===== src/rtl/instr_fetch_unit.sv =====
// Fetch stage: owns the PC, drives the instruction memory address and fills the
// IF/ID register through a valid/ready handshake with decode.
module instr_fetch_unit #(
   parameter logic [31:0] RESET_PC   = 32'h0000_0000,
   parameter int unsigned IMEM_BYTES = 36,
   parameter logic [31:0] NOP_INSTR  = 32'h0000_0013
) (
   input  logic        clk,
   input  logic        reset,
   output logic [31:0] imem_pc,
   input  logic [31:0] imem_instr,
   input  logic        redirect_valid,
   input  logic [31:0] redirect_pc,
   input  logic        id_ready,
   output logic        id_valid,
   output logic [31:0] id_instr,
   output logic [31:0] id_pc,
   output logic [31:0] id_pc_plus4,
   output logic        fetch_fault,
   output logic [31:0] fetch_count,
   output logic [1:0]  fsm_state
);

   // Handshake: an IF/ID entry moves to decode on a rising edge where
   // id_valid && id_ready; the register may be refilled whenever it is empty or
   // being drained in that same edge (load).
   typedef enum logic [1:0] {
      IDLE  = 2'd0,
      RUN   = 2'd1,
      FAULT = 2'd2
   } state_t;

   localparam logic [32:0] IMEM_LIMIT = 33'(IMEM_BYTES);

   state_t      state, state_n;
   logic [31:0] pc, pc_n;
   logic        valid_n;
   logic        fault_n;
   logic        capture;
   logic        load;
   logic        pc_illegal;

   assign imem_pc   = pc;
   assign fsm_state = state;
   assign load      = !id_valid || id_ready;
   assign pc_illegal = (pc[1:0] != 2'b00) || (({1'b0, pc} + 33'd4) > IMEM_LIMIT);

   always_ff @(posedge clk) begin
      if (!reset) begin
         state <= IDLE;
      end else begin
         state <= state_n;
      end
   end

   always_comb begin
      state_n = state;
      pc_n    = pc;
      valid_n = id_valid;
      fault_n = fetch_fault;
      capture = 1'b0;
      case (state)
         IDLE: begin
            // Memory is still being loaded on the first edge after reset.
            state_n = RUN;
            if (redirect_valid) begin
               pc_n    = redirect_pc;
               valid_n = 1'b0;
            end
         end
         RUN: begin
            if (redirect_valid) begin
               pc_n    = redirect_pc;
               valid_n = 1'b0;
            end else if (load) begin
               if (pc_illegal) begin
                  state_n = FAULT;
                  fault_n = 1'b1;
                  valid_n = 1'b0;
               end else begin
                  capture = 1'b1;
                  valid_n = 1'b1;
                  pc_n    = pc + 32'd4;
               end
            end
         end
         FAULT: begin
            valid_n = 1'b0;
            if (redirect_valid) begin
               pc_n    = redirect_pc;
               fault_n = 1'b0;
               state_n = RUN;
            end
         end
         default: begin
            state_n = IDLE;
         end
      endcase
   end

   always_ff @(posedge clk) begin
      if (!reset) begin
         pc          <= RESET_PC;
         id_valid    <= 1'b0;
         id_instr    <= NOP_INSTR;
         id_pc       <= 32'd0;
         id_pc_plus4 <= 32'd0;
         fetch_fault <= 1'b0;
         fetch_count <= 32'd0;
      end else begin
         pc          <= pc_n;
         id_valid    <= valid_n;
         fetch_fault <= fault_n;
         if (capture) begin
            id_instr    <= imem_instr;
            id_pc       <= pc;
            id_pc_plus4 <= pc + 32'd4;
         end
         // Counted from the pre-edge handshake, independent of any redirect.
         if (id_valid && id_ready) begin
            fetch_count <= fetch_count + 32'd1;
         end
      end
   end

endmodule


===== config.mk =====
export PLATFORM = sky130hd
export DESIGN_NAME = instr_fetch_unit
export DESIGN_NICKNAME = d
export VERILOG_FILES = /design/src/rtl/instr_fetch_unit.sv
export SDC_FILE = /design/constraint.sdc
export NUM_CORES = 1
export LEC_CHECK = 0
export BUFFER_PORTS_ARGS = -buffer_cell sky130_fd_sc_hd__buf_2
export CAP_MARGIN = 20
export CORE_UTILIZATION = 40
export CTS_CLUSTER_DIAMETER = 60
export DETAILED_ROUTE_END_ITERATION = 8
export PLACE_DENSITY = 0.71
export SETUP_SLACK_MARGIN = 0.2
export SLEW_MARGIN = 20
export SYNTH_ARGS = -nofsm -noshare
export SYNTH_HDL_FRONTEND = slang
export SYNTH_SLANG_ARGS = --single-unit

===== constraint.sdc =====
create_clock -name clk -period 7.5 [get_ports clk]
set_input_delay 1.5 -clock clk [delete_from_list [all_inputs] [get_ports clk]]
set_output_delay 1.5 -clock clk [all_outputs]
set_load 0.01 [all_outputs]

==> summary.txt <==
Run status
  – Status: completed

Min path
  – Worst Hold End: id_instr[23]
  – Hold path cells: 2
  – HP Start: id_instr[23]
  – Hold Path Class: flip-flop to flip-flop

Pwr
  – Clock network fraction of design power: 45.5%
  – PnR Total Power: 0.00189 W
  – Pwr dens: 222 nW/um^2
  – Comb power frac: 6.8%
  – NetSw: 0.000505 W
  – Pleak: ~4 nW
  – Sw Ratio: 26.8%
  – Worst VDD drop: 144 uV
  – Sequential Power Share: a little under half
  – Internal power: ~0.0014 W

Route
  – # DRC: 0
  – Iteration-0 DRC Markers: 334
  – Post-DRT Antenna Nets: 0
  – DRT Wirelength: approximately 18 mm
  – WL/cell: 14.5 um
  – DR vias: 6273
  – Vias/cell: 5.18
  – DR pass1 iterations: 5

Critical path
  – Cell Chain, Critical Path: nand4_2, or4_1, nor4_1, xor2_1, nor4_4, a21o_2, nand2_2, o21ai_0
  – Crit-path max cell delay: 0.67 ns
  – CP startpoint: imem_pc[6]
  – Worst Path Arrival: between 4 and 5 ns
  – Crit-path slowest cell: or4_1
  – FF-to-FF setup slack: 3.80 ns
  – Crit Path Max Fanout: 23
  – CP Launch Type: flip-flop
  – Number of cells on the worst reg-to-reg path: 8
  – Setup CP Type: flip-flop to flip-flop
  – R2R Path End: imem_pc[25]
  – CP required: between 7 and 8 ns
  – Setup crit end kind: flip-flop
  – R2r startpoint: imem_pc[6]

GRT
  – First-pass GRT wire length: 28.7 mm
  – GR Overflow Total: 0
  – Initial antenna violation count: 0
  – Vias in the first global route: 5606
  – Tot GR Track Use: between 20% and 30%
  – Largest net degree at the start of global routing: 133

Layout
  – Nets: 1050
  – Area Growth Syn to Fin: 26.2%
  – Commonest cells after routing, fill and taps aside: buf_2, dfxtp_1, nand2_1
  – Layout cells sized above 1: 28.0%
  – Leading cell type in the layout, fill and taps excluded: buf_2
  – Fin cells: 1212
  – Ant diodes: 0

Logic synthesis
  – Synth Register Bits: approximately 160
  – Post-synthesis average cell area: 8.57 sq um
  – Synth async-reset ratio: 0%
  – Yosys synthesis warning count: 0
  – Seq/Total Area, Yosys: 48.1%
  – Mapped Area: between 6000 and 7000 sq um
  – Ys flop type: dfxtp_1
  – Syn Nets: between 800 and 900
  – Syn Inst Count: 786
  – EDFF count, synth: 0
  – Unique masters post-synth: 54

Placed design
  – Port-buffer cells: 231
  – Hpwl dp: 12.3 mm
  – Placed cell count: approximately 1200
  – Routability cong.: 0.877

Timing
  – Post-layout min period: approximately 3.7 ns
  – Final setup vio count: 0
  – Worst slew margin: between 40 and 50%
  – Achievable Freq: 270 MHz
  – RSZ-0062 raised after global routing: no
  – Final Max Tran Viols: 0
  – Fin. Hold Viols: 0
  – Worst slew pin tran: 0.822 ns
  – Period utilisation layout: 49.4%
  – Clk_skew: 0.0175 ns
  – Total negative setup slack: 0 ns

Floorplan
  – DIE AREA: 17400 sq um
  – IO Pins: 232
  – Die Height: 132 um
  – Core box area: 16500 sq um
  – Initial Util: 40.8%
  – Die width: 132 um
  – # rows: 47

Clock tree
  – Setup Fix Bufs, Post-CTS: 0
  – Max H-tree Level: 4
  – Clk sinks: 162
  – Maximum buffer depth of the clock tree: 2
  – Worst skew pair latency: 0.44 ns
  – Total CTS buffers: 17
  – TritonCTS clock tree: built
  – Post-cts sizing count: 0
  – Post-CTS Hold Fix Bufs: 0
  – Root buffer cell: clkbuf_16
  – Reg clk slew, reported paths: 0.07 ns

Run
  – Max-cap viol count: 0
[sequential cells by signal (all words and copies together), names as in the netlist]
register,flops
fetch_count,32
id_instr,32
id_pc,32
imem_pc,32
id_pc_plus4,30
fsm_state,2
fetch_fault,1
id_valid,1
[area by class of cell]
class,count,area [sq um]
clock buffers,18,439
well taps,220,275
clock inverters,14,155
fillers,1599,8020
inverters,9,33.8
multi-input cells,553,3160
repair buffers,236,1200
flip-flops and latches,162,3240
[stage by stage]
stage                     hold WS, ns  utilization (%)  area [sq um]  setup WS (ns)
after global routing            0.474             51.5          8500           3.58
after floorplan                 0.481                -          6740           4.53
after CTS                       0.455             51.4          8500           3.61
final                           0.451             51.5          8500           3.80
after detailed placement        0.445             47.8          7900           3.62
after global placement          0.441             47.8          7900           3.66
[power by group through the flow]
| stage | registers (W) | logic (W) | clock network [W] |
|---|---|---|---|
| after floorplan | 0.000913 | 0.0000818 | 0 |
| after global placement | 0.000918 | 0.000128 | 0 |
| after detailed placement | 0.000919 | 0.000129 | 0 |
| after CTS | 0.000899 | 0.000129 | 0.000885 |
| after global routing | 0.000903 | 0.000144 | 0.000920 |
| final | 0.000900 | 0.000129 | 0.000859 |
[synthesized netlist by cell type, types with 3 or more instances]
library cell	number	area (sq um)
a211oi_1	6	45.0
a21oi_1	32	160
a311oi_1	3	26.3
a31oi_1	3	18.8
and2_1	5	31.3
and3_1	60	375
and4_1	9	78.8
buf_2	10	50.1
buf_4	5	37.5
buf_6	6	67.6
clkbuf_1	38	143
clkbuf_2	3	15.0
dfxtp_1	162	3240
ha_1	3	37.5
inv_1	8	30.0
mux2i_1	8	80.1
nand2_1	98	368
nand3_1	65	325
nand4_1	13	81.3
nor2_1	57	214
nor2b_1	3	18.8
nor3_1	19	95.1
nor4_1	13	81.3
o21ai_0	44	220
o21ai_1	23	115
o22ai_1	3	18.8
o31ai_1	3	22.5
or3_1	8	50.1
xnor2_1	25	219
xor2_1	17	149
[per-layer routing]
layer	track usage, %	wire length [um]	vias up
met1	28.9	8600	2858
met4	7.30	237	0
li1	-	-	3168
met3	4.27	1040	16
met2	30.4	7690	231
met5	0	0	-
[critical path: cells and delay by family (launching register included)]
family           cells  cell delay, ns
flip-flops           1            0.59
XOR/XNOR             1            0.19
AND/OR/NAND/NOR      5            2.23
AO/OA/AOI/OAI        2            0.60
[cell families (layout without fill, tap and decap cells)]
kind of cell	count (synthesis)	count (layout)	synth area share, %
AOI/OAI and AO/OA	134	134	11.6
buffers and inverters	71	277	5.14
and+or+nand+nor	366	366	28.0
muxes	8	8	1.19
xor gates and xnor gates	42	42	5.46
adders and majority gates	3	3	0.557
DFF	162	162	48.1
[worst max path at each step]
stage	endpoint	slack, ns	cells past startpoint
after floorplan	id_instr[13]	4.53	11
after global placement	id_instr[0]	3.66	9
after detailed placement	id_instr[1]	3.62	9
after CTS	id_instr[1]	3.61	9
after global routing	imem_pc[17]	3.58	8
final	imem_pc[25]	3.80	8
(Power assumes the default switching activity.)
